==> src/rtl/icache_fetch.sv <==
// Direct-mapped one-word-per-line instruction cache in front of the memory
// controller's instruction channel. One outstanding miss; clear drops it.
module icache_fetch #(
    parameter int IDX_W = 4
) (
    input  logic        clk,
    input  logic        rst,
    input  logic        rdy,
    input  logic        clear,
    input  logic        fetch_req,
    input  logic [31:0] fetch_pc,
    output logic        fetch_busy,
    output logic        ins_valid,
    output logic [31:0] ins_data,
    output logic [31:0] ins_pc,
    output logic        mem_req,
    output logic [31:0] mem_addr,
    output logic [3:0]  mem_remain,
    input  logic        mem_ready,
    input  logic [31:0] mem_data
);
    localparam int TAG_W = 30 - IDX_W;
    localparam int LINES = 1 << IDX_W;

    typedef enum logic {S_IDLE, S_WAIT} state_t;

    state_t             state;
    logic [31:0]        req_pc;
    logic [LINES-1:0]   valid;
    logic [TAG_W-1:0]   tag_arr  [LINES];
    logic [31:0]        data_arr [LINES];

    logic [IDX_W-1:0]   f_idx, r_idx;
    logic [TAG_W-1:0]   f_tag, r_tag;
    logic               hit;
    logic               fill;

    assign f_idx = fetch_pc[IDX_W+1:2];
    assign f_tag = fetch_pc[31:IDX_W+2];
    assign r_idx = req_pc[IDX_W+1:2];
    assign r_tag = req_pc[31:IDX_W+2];
    assign hit   = valid[f_idx] && (tag_arr[f_idx] == f_tag);

    // A return coinciding with clear (or arriving while idle) must not touch the line.
    assign fill  = !rst && rdy && !clear && (state == S_WAIT) && mem_ready;

    assign fetch_busy = (state == S_WAIT);

    // Line storage carries no reset; only the valid bits qualify it.
    always_ff @(posedge clk) begin
        if (fill) begin
            data_arr[r_idx] <= mem_data;
            tag_arr[r_idx]  <= r_tag;
        end
    end

    always_ff @(posedge clk) begin
        if (rst) begin
            state      <= S_IDLE;
            req_pc     <= '0;
            valid      <= '0;
            ins_valid  <= 1'b0;
            ins_data   <= '0;
            ins_pc     <= '0;
            mem_req    <= 1'b0;
            mem_addr   <= '0;
            mem_remain <= '0;
        end else if (rdy) begin
            ins_valid <= 1'b0;
            mem_req   <= 1'b0;
            if (clear) begin
                state <= S_IDLE;
            end else begin
                case (state)
                    S_IDLE: begin
                        if (fetch_req) begin
                            if (hit) begin
                                ins_valid <= 1'b1;
                                ins_data  <= data_arr[f_idx];
                                ins_pc    <= fetch_pc;
                            end else begin
                                req_pc     <= fetch_pc;
                                mem_req    <= 1'b1;
                                mem_addr   <= fetch_pc;
                                mem_remain <= 4'd4;
                                state      <= S_WAIT;
                            end
                        end
                    end
                    S_WAIT: begin
                        if (mem_ready) begin
                            valid[r_idx] <= 1'b1;
                            ins_valid    <= 1'b1;
                            ins_data     <= mem_data;
                            ins_pc       <= req_pc;
                            state        <= S_IDLE;
                        end
                    end
                    default: state <= S_IDLE;
                endcase
            end
        end
    end
endmodule

==> config.mk <==
export PLATFORM = sky130hd
export DESIGN_NAME = icache_fetch
export DESIGN_NICKNAME = d
export VERILOG_FILES = /design/src/rtl/icache_fetch.sv
export SDC_FILE = /design/constraint.sdc
export NUM_CORES = 1
export LEC_CHECK = 0
export CELL_PAD_IN_SITES_DETAIL_PLACEMENT = 0
export CELL_PAD_IN_SITES_GLOBAL_PLACEMENT = 1
export CORE_ASPECT_RATIO = 0.6
export CORE_MARGIN = 1.5
export CORE_UTILIZATION = 53
export DETAILED_ROUTE_END_ITERATION = 10
export PLACE_DENSITY_LB_ADDON = 0.1
export SYNTH_ARGS = -nofsm -noshare
export SYNTH_HDL_FRONTEND = slang
export SYNTH_SLANG_ARGS = --single-unit
==> constraint.sdc <==
create_clock -name clk -period 6 [get_ports clk]
set_clock_uncertainty 0.1 [all_clocks]
set_input_delay 0.6 -clock clk [delete_from_list [all_inputs] [get_ports clk]]
set_output_delay 0.6 -clock clk [all_outputs]
set_load 0.03 [all_outputs]
Yosys cells after proc, flatten, opt, wreduce, memory -nomap -nowiden
Memory sizes are Yosys's and may differ from the RTL's.
Cells that the tools add are included.
- output and inout port bits: 103
- input port bits: 70
- memories kept: 2
- word-level logic and storage cells: 58
- flip-flop bits (word level): 116
- bits in writable memories: 928
- muxes and demuxes: 26
- magnitude comparators: 3
- equal/unequal tests: 4
- bitwise gates (word level): 4
- reduce and logical (&&, ||, !) cells: 11
- memories (name ; words ; width ; read ports ; clocked after memory_dff ; wr ports ; line ; text):
    data_arr ; 16 ; 32 ; 1 ; 0 ; 1 ; 31 ; logic [31:0] data_arr [LINES];
    tag_arr ; 16 ; 26 ; 1 ; 0 ; 1 ; 30 ; logic [TAG_W-1:0] tag_arr [LINES];
- operators by type and width (operator ; count):
    $mux 32 ; 6
    $pmux 32 s2 ; 2
    $eq 26x26->1 ; 1
    $or 16x16->16 ; 1
    $mux 1 ; 14
    $lt 4x5->1 const B ; 2
    $reduce_and 5->1 ; 2
    $logic_and 1x1->1 ; 6
    $ne 2x2->1 const B ; 3
    $bmux 1 s4 ; 1
    $demux 1 s4 ; 1
    $ge 4x1->1 const B ; 1
    $pmux 1 s2 ; 2
    $reduce_and 4->1 ; 1
    $not 1->1 ; 3
    $logic_not 1->1 ; 2

Depth between registers and ports, before layout
Gate-level depths: netlist of the first run.
- depth after elaboration: 7
- mapped depth: 16
- depth with buffers taken out: 9

Least setup slack after synthesis of the first run
Ideal clock, no wire load.
- path kind: register to register
- start: register state, in the netlist fetch_busy
- end: memory data_arr[0][0], enable pin
- required time: 5426 ps
- library setup time: 474 ps
- clock period less this slack: 4386 ps
- buffers on the path: 1
- arrival: 3811 ps
- cell stages (with the launch flop): 7
- slack: 1614 ps
- cell sequence: dfxtp_1 > clkbuf_1 > nand2_1 > nor3_1 > nor3b_1 > inv_1 > nor2_1
- cells in the longest elaborated chain, start to end: 4
- RTL lines (element ; line ; text):
    from (decl) ; 27 ; state_t state;
    from (signal assigned) ; 59 ; state <= S_IDLE;
    from (signal assigned) ; 72 ; state <= S_IDLE;
    from (signal assigned) ; 86 ; state <= S_WAIT;
    $logic_and 1x1->1 (2 in a row) ; 45 ; assign fill = !rst && rdy && !clear && (state == S_WAIT) && mem_ready;
    $mux 1 ; 51 ; if (fill) begin
    $mux 1 (implied by the code) ; 52 ; data_arr[r_idx] <= mem_data;
    to (decl) ; 31 ;
Every way passes these cells.

Worst setup path in the final report of the first run
- start: input port fetch_pc[4]
- end: register req_pc[12]
- cells in the longest elaborated chain, start to end: 5
- RTL lines (element ; line ; text):
    from (decl) ; 11 ; input logic [31:0] fetch_pc,
    $mem_v2 16x26 / $bmux 1 s4 (equally long branches) ; - ;
    $eq 26x26->1 / $mux 1 (equally long branches) ; 42 ; assign hit = valid[f_idx] && (tag_arr[f_idx] == f_tag);
    $logic_and 1x1->1 * ; 42 ;
    $not 1->1 (no line) * ; - ;
    $reduce_and 5->1 (no line) * ; - ;
    to (signal assigned) ; 82 ; req_pc <= fetch_pc;
    to (decl) ; 28 ; logic [31:0] req_pc;
Mark *: on every way between the ends. The rest lies on a longest branch, timed or not. The select of a mux whose other input is x is not followed.
A chain may end at the register's enable or synchronous reset.

==> results.md, run 1 <==
Place:
- At the placement stage, the worst setup path has a slack of 1.05 ns.
- The HPWL after detailed placement is 57600 um.
- Buffers placed on the I/O ports in this run total 169.
- At the end of routability-driven placement, the weighted congestion stood at 0.787.

Timing:
- Setup violations remaining at the end of the flow were counted as 0.
- In this run the tightest slew margin relative to its limit is 19.4%.
- Setup repair after global routing left no endpoint under its margin.
- Hold timing on the final database bottoms out at a slack of 0.340 ns.
- In the finished design, the share of the clock period the worst path needs comes to 71.5%.
- The final worst slack is 1.71 ns.
- The highest clock frequency the design can meet is 233 MHz.
- Adding up every negative setup slack in the final design gives 0 ns.
- For the pin with the worst max-slew slack, the measured transition is 1.21 ns.
- The hold violation total from the final report is 0.
- The worst path in the final design needs a cycle of 4.29 ns, including I/O delays and setup.
- The total count of max-transition violations in the final report is 0.

Synth:
- The fraction of synthesis flops using an asynchronous set or reset pin is 0%.
- The post-synthesis share of cell area spent on and, or, nand and nor gates is 2.45%.
- Summing the areas of all fa, ha and maj instances in the mapped netlist gives 0% of the synthesized area.
- The average cell area after synthesis is 20.7 um^2.
- The number of different library cells in the post-synthesis netlist is 59.
- The combined area of all synthesized cells is 41300 um^2.
- Yosys printed 0 warnings.
- After synthesis, the largest family of logic cells by area is multiplexers.
- In the synthesized netlist, the number of instances is 2000.
- The leading register cell type out of synthesis is edfxtp_1.
- Sequential elements use 73.1% of the synthesized area.
- The synthesized design spends more area on one cell type than any other, namely edfxtp_1.
- The multiplexer fraction of the synthesized cell area is 17.6%.
- After Yosys synthesis, XOR and XNOR cells account for 0.721% of the synthesized area.
- The fraction of the mapped netlist area in compound gates is 4.12%.
- The top-area cell type share of the netlist area is 67.4%.
- Counting flops with a built-in enable in the synthesized netlist gives 928.
- In this run, synthesis produced a sequential element count of 1044.
- Ranked by total cell area, the synthesized netlist is headed by edfxtp_1, mux4_2, dfxtp_1.

Outcome:
- The run finished with clean final reports.

Drt:
- The detailed-route vias per instance is 6.25.
- The remaining antenna violation count is 0.
- The number of design-rule violations left by the first detailed-router iteration is 2201.
- For this run, design rule violations remaining after detail routing come to 0.
- The total number of vias is 20800.
- The number of optimization iterations in the first detailed-route pass is 5.
- Dividing the detail-routed wire length by the instance count gives 31.0 um.
- The overall routed net length is 103000 um.

Clock network:
- The total setup buffers inserted after CTS is 0.
- Counting the buffers created by CTS gives 92.
- The root buffer cell is clkbuf_16.
- The number of cells upsized or downsized after cts is 0.
- After clock tree synthesis, the clock-pin slew on the worst setup and hold paths is 0.06 ns.
- The CTS tree is done.
- The number of hold buffers added after cts is 0.
- No sink is reached through more buffers than the 3 on the longest clock path.
- The H-tree was split into 3 levels.
- Counting every sink on the clock net gives 1044.
- The clock insertion delay at the later pin of the skew report is 0.68 ns.

Critical path:
- The kind of critical path is in -> reg.
- The endpoint class of the critical path is a flop.
- The maximum fanout along the worst path is 69.
- The worst setup path is launched from an input pin.
- The slowest stage of the critical path belongs to the cell nor2_4.
- The biggest cell delay along the critical path is 0.95 ns.
- The cell family contributing the most delay on the critical path is buffers and inverters.
- For the worst setup path, the data required time is 6.50 ns.
- Traced cell by cell, the critical path runs through buf_6 -> buf_4 -> mux4_2 -> mux2i_1 -> xor2_1 -> nand4_1 -> nor2_1 -> o2bb2ai_1 -> nor3_2 -> nor2_4 -> buf_4 -> mux2i_1.
- The signal arrival time at the worst endpoint is 4.79 ns.
- The count of buffering cells on the critical path with inverters included is 3.

GRT:
- The via count of the first global-routing pass is 21200.
- The number of antenna violations at the first check in global routing is 4.
- The total global routing overflow is 0.
- The pin count of the biggest net entering global routing is 103.
- The wire length of the first global-routing pass is 149000 um.
- The combined global-route utilization of all metal layers is 26.6%.

Die:
- The starting utilization of the core area is 53.5%.
- The height of the chip is 219 um.
- The number of placement rows is 79.
- From left edge to right edge, the die measures 363 um.
- The area of the core region is 77300 um^2.
- The top-level port count is 173.
- The die outline area is 79700 um^2.

Power:
- The overall power after layout is 0.0145 W.
- The static power due to leakage is 14.1 nW.
- The worst-case IR drop observed on VDD is 0.257 mV.
- The power density normalized to cell area is 307 nW/um^2.

Layout:
- The library cell used most frequently in the layout, excluding fill and tap cells, is edfxtp_1.
- At the end of the flow, the number of nets in the layout was 2275.
- The number of fill cells is 5543.
- The ratio of cells with drive above 1 in the final layout is 25.9%.
- Cells fill 61.2% of the core in the end.
- The top cell types in the final layout, fill and taps aside, are edfxtp_1, mux4_2, clkdlybuf4s50_1.
- From synthesis to final layout, the design area changed by 14.5%.

Min path:
- The type of the worst min-delay path is in -> reg.

Flow run:
- The number of maximum-capacitance violations is 0.
per-stage QoR:
stage / std cells / area, um^2
after detailed placement: 3164 / 44400
after global placement: 3164 / 44400
after CTS: 3332 / 47300
after global routing: 3333 / 47300
final: 3333 / 47300
after floorplan: 2002 / 41300
metal layers:
| metal | share of wire, % | GRT usage (%) | vias to the layer above |
|---|---|---|---|
| met1 | 45 | 40.3 | 11200 |
| met2 | 45 | 39.2 | 866 |
| met5 | 0.030 | 0 | - |
| met4 | 1.7 | 5.54 | 6 |
| met3 | 8.5 | 6.86 | 133 |
| li1 | - | - | 8647 |
cells in the mapped netlist, types with 7 or more instances:
cell and count:
o22ai_1 18, edfxtp_1 928, mux2i_1 139, buf_1 10, a211oi_1 17, nand2b_1 68
a211oi_2 49, nor2_1 30, o21ai_0 7, a21oi_1 22, a22oi_1 10, nand2_1 17
inv_1 18, nand3_1 11, xor2_1 21, mux4_2 262, buf_4 19, dfxtp_1 116
buf_2 31, xnor2_1 13, clkbuf_1 53, or3_1 7, buf_6 8, a21oi_2 49
nor2b_1 11
area by class of cell:
type	count	area, um^2	share of cell area [%]
timing repair buffer	237	2370	5.00
inverter	20	76.3	0.161
clock buffer	123	2530	5.35
clock inverter	45	393	0.830
sequential	1044	30200	63.8
antenna	1	2.50	0.00529
multi-input combinational	810	10500	22.1
tap	1053	1320	2.78
cell families after synthesis:
family / count (synthesis)
AOI/OAI and AO/OA: 194
DFF: 1044
muxes: 401
and+or+nand+nor: 178
buffers and inverters: 148
other: 1
xor gates and xnor gates: 34
final timing paths:
path,start,to,slack (ns),depth (start not counted)
worst max-delay path,fetch_pc[4],req_pc[12],1.71,12
worst min-delay path,fetch_pc[3],req_pc[3],0.34,3
worst max register to register,tag_arr[15][7],ins_data[23],2.12,10
worst min register to register,valid[3],valid[3],0.38,2
tightest hold or removal path: stages:
cell	delay [ns]
buf_6	0.22
nand2b_1	0.13
mux2i_1	0.07
power by group:
part	total, W	switching (W)	internal, W
logic	0.000746	0.000433	0.000313
registers	0.00794	0.0000401	0.00789
clock network	0.00584	0.00257	0.00326
total	0.0145	0.00305	0.0115
flip-flops by register name (all words and copies together), names as in the netlist:
register / flops
valid: 16
fetch_busy: 1
ins_pc: 32
tag_arr: 416
data_arr: 512
mem_remain: 1
req_pc: 32
mem_req: 1
ins_valid: 1
ins_data: 32
Note: power is estimated with default switching activity, not from simulation.
==> run 2, diff against run 1 <==
- clock period: 6 -> 4.29 ns (I/O delays scaled with it)
==> results.md, run 2 (synthesized netlist as in run 1, its figures left out) <==
GRT:
- The total global routing overflow is 0 (unchanged).
- The pin count of the biggest net entering global routing is 76 (was 103).
- The number of antenna violations at the first check in global routing is 1 (was 4).
- The combined global-route utilization of all metal layers is 26.4% (was 26.6%).
- The wire length of the first global-routing pass came to 149000 um (about the same).
- The via count of the first global-routing pass is 20900 (was 21200).

Critical path:
- The endpoint class of the critical path is a flop (unchanged).
- The destination of the worst register-to-register timing path is ins_pc[31] (was ins_data[23]).
- The source of the worst register-to-register timing path is tag_arr[15][23] (was tag_arr[15][7]).
- The count of buffering cells on the critical path with inverters included is 2 (was 3).
- Cells along the critical path: buf_6 -> mux4_2 -> mux2i_1 -> xor2_1 -> a31oi_1 -> nor3_2 -> nand4_1 -> o31ai_4 -> buf_4 -> a21oi_1 -> a211oi_1 (was buf_6 -> buf_4 -> mux4_2 -> mux2i_1 -> xor2_1 -> nand4_1 -> nor2_1 -> o2bb2ai_1 -> nor3_2 -> nor2_4 -> buf_4 -> mux2i_1).
- The minimum setup slack among reg-to-reg paths was 0.48 ns (was 2.12 ns).
- The library cell contributing the largest single delay on the critical path is mux4_2 (was nor2_4).
- The kind of critical path was in -> reg (unchanged).
- The signal arrival time at the worst endpoint is 4.33 ns (was 4.79 ns).
- The number of cells on the worst reg-to-reg path is 10 (unchanged).
- The critical path startpoint category is an input pin (unchanged).
- The number of stages on the worst setup path is 11 (was 12).
- The data required time of the critical path is 4.76 ns (was 6.50 ns).
- The cell family contributing the most delay on the critical path is compound AO/OA/AOI/OAI gates (was buffers and inverters).
- The maximum fanout along the worst path is 55 (was 69).
- The biggest cell delay along the critical path is 0.58 ns (was 0.95 ns).

Power:
- The switching share of power is 21.3% (was 21.0%).
- The power density normalized to cell area is 429 nW/um^2 (was 307 nW/um^2).
- The internal power contribution is 0.0161 W (was 0.0115 W).
- The worst supply voltage drop on vdd was 0.329 mV (was 0.257 mV).
- The combinational share of power came to 5.1% (about the same).
- The part of the power in registers is 54.1% (was 54.7%).
- The static power due to leakage was 14.4 nW (was 14.1 nW).
- The portion of total power attributed to the clock network came to 40.8% (was 40.2%).
- The switching power came to 0.00437 W (was 0.00305 W).
- The overall power after layout is 0.0205 W (was 0.0145 W).

Clock network:
- The CTS buffer count is 94 (was 92).
- The CTS tree is done (unchanged).
- The total setup buffers inserted after CTS came to 0 (unchanged).
- The buffer levels on the longest clock path was 3 (unchanged).
- The number of cells upsized or downsized after cts was 0 (unchanged).
- The total clock sinks is 1044 (unchanged).
- The number of H-tree levels came to 3 (unchanged).
- The clock insertion delay at the later pin of the skew report is 0.68 ns (about the same).
- The root buffer cell is clkbuf_16 (unchanged).
- The CTS clock-pin slew for the worst setup and hold paths is 0.06 ns (about the same).
- The number of hold buffers added after cts is 0 (unchanged).

Outcome:
- Status: completed (unchanged).

Timing:
- The total count of max-transition violations in the final report is 0 (unchanged).
- The final critical path time including I/O delays and setup is 3.86 ns.
- The count of final setup violators was 0 (unchanged).
- The worst slew slack as a fraction of its limit came to 26.2% (was 19.4%).
- The hold violation total from the final report is 0 (unchanged).
- The summed negative setup slack over all endpoints came to 0 ns (unchanged).
- Unrepaired setup endpoints after global routing: no (unchanged).
- Timing would allow up to 259 MHz.
- The worst path uses 90.1% of the clock period.
- The hold slack is 0.190 ns (was 0.340 ns).
- The actual slew at the worst max-slew pin is 1.11 ns (was 1.21 ns).

Die:
- The area of the core region is 77300 um^2 (unchanged).
- The top-level port count came to 173 (unchanged).
- The die outline area is 79700 um^2 (unchanged).
- The die extent in x is 363 um (unchanged).
- The height of the chip is 219 um (unchanged).
- The number of placement rows is 79 (unchanged).
- The starting utilization of the core area came to 53.5% (unchanged).

Layout:
- Most frequent cells in the layout: edfxtp_1, mux4_2, clkdlybuf4s50_1 (unchanged).
- The register with the most flip-flops is data_arr (unchanged).
- The number of nets in the layout came to 2306 (was 2275).
- The number of flip-flops under the largest register name is 512 (unchanged).
- The leading cell type in the layout, fill and taps excluded is edfxtp_1 (unchanged).
- The area added between synthesis and finish is 15.8% (was 14.5%).
- The ratio of cells with drive above 1 in the final layout came to 27.6% (was 25.9%).
- The post-layout utilization of the core is 61.9% (was 61.2%).
- Largest registers: data_arr (512), tag_arr (416) (unchanged).

Min path:
- The type of the worst min-delay path was in -> reg (unchanged).
- The terminating pin of the worst hold path is ins_pc[27] (was req_pc[3]).
- The critical hold path startpoint is rst (was fetch_pc[3]).
- The hold-critical path depth is 2 (was 3).

Drt:
- The remaining antenna violation count came to 0 (unchanged).
- The number of optimization iterations in the first detailed-route pass is 5 (unchanged).
- The number of design-rule violations left by the first detailed-router iteration is 2389 (was 2201).
- The detailed-route vias per instance is 6.19 (was 6.25).
- The average wire per cell in the routed design is 30.5 um (was 31.0 um).
- The total number of vias was 20900 (was 20800).
- The residual DRC count is 0 (unchanged).
- The overall routed net length is 103000 um (about the same).

Flow run:
- The number of maximum-capacitance violations is 0 (unchanged).

Place:
- The weighted congestion reported at the end of routability-driven placement is 0.792 (was 0.787).
- The half-perimeter wire length after detailed placement is 58800 um (was 57600 um).
- The total of buffers placed on input and output ports is 169 (unchanged).
-- run 2: cell types whose count changed in the layout (fill, tap and decap cells not counted) --
cell	delta
clkbuf_8	+7
nor3_1	-1
nor3_2	+1
buf_4	+17
clkinv_4	+6
clkinv_1	-9
clkbuf_1	+1
buf_12	+12
clkinv_8	+1
bufinv_16	-4
clkbuf_16	+4
clkinvlp_4	+4
-- run 2: through the flow --
step                      instance area, um^2  cells  setup WS [ns]
final                                   47900   3372          0.425
after global routing                    47900   3371         0.0796
after CTS                               47800   3371          0.233
after detailed placement                44800   3193         -0.460
after global placement                  44800   3193         -0.490
after floorplan                         41300   2002        -0.0956
-- run 2: per-layer routing --
metal,GRT usage (%),part of all wire (%),vias to the layer above
li1,-,-,8723
met3,5.91,8.0,120
met2,38.6,45,802
met5,0,0.013,-
met1,41.0,46,11200
met4,5.72,1.5,2
-- run 2: cell type report --
class,instances,area (um^2)
multi-input cells,810,10500
diodes,1,2.50
fillers,5466,29400
flip-flops and latches,1044,30200
clock inverters,43,338
well taps,1053,1320
repair buffers,266,2740
clock buffers,135,2730
inverters,20,76.3
-- run 2: worst max-delay path by stage --
stage	start	endpoint	slack, ns
6_report	fetch_pc[3]	ins_pc[31]	0.43
4_1_cts	fetch_pc[3]	ins_data[15]	0.23
3_3_place_gp	fetch_pc[3]	ins_data[12]	-0.49
2_1_floorplan	fetch_busy	data_arr[0][0]	-0.1
3_5_place_dp	fetch_pc[3]	ins_data[13]	-0.46
5_1_grt	fetch_pc[3]	ins_data[15]	0.08
-- run 2: worst reg2reg max path: cells and delay by family, from the launching register on --
| family | cells | cell delay [ns] |
|---|---|---|
| buf+inv | 1 | 0.44 |
| xor+xnor | 1 | 0.43 |
| compound gates | 4 | 1.02 |
| simple gates | 2 | 0.68 |
| mux | 2 | 0.65 |
| flops | 1 | 0.38 |
-- run 2: power by group through the flow --
stage                     registers, W  clock network, W  logic (W)
after floorplan                 0.0113                 0   0.000618
after global placement          0.0113                 0    0.00103
after detailed placement        0.0113                 0    0.00105
after CTS                       0.0111           0.00850    0.00105
after global routing            0.0111           0.00889    0.00112
final                           0.0111           0.00836    0.00105
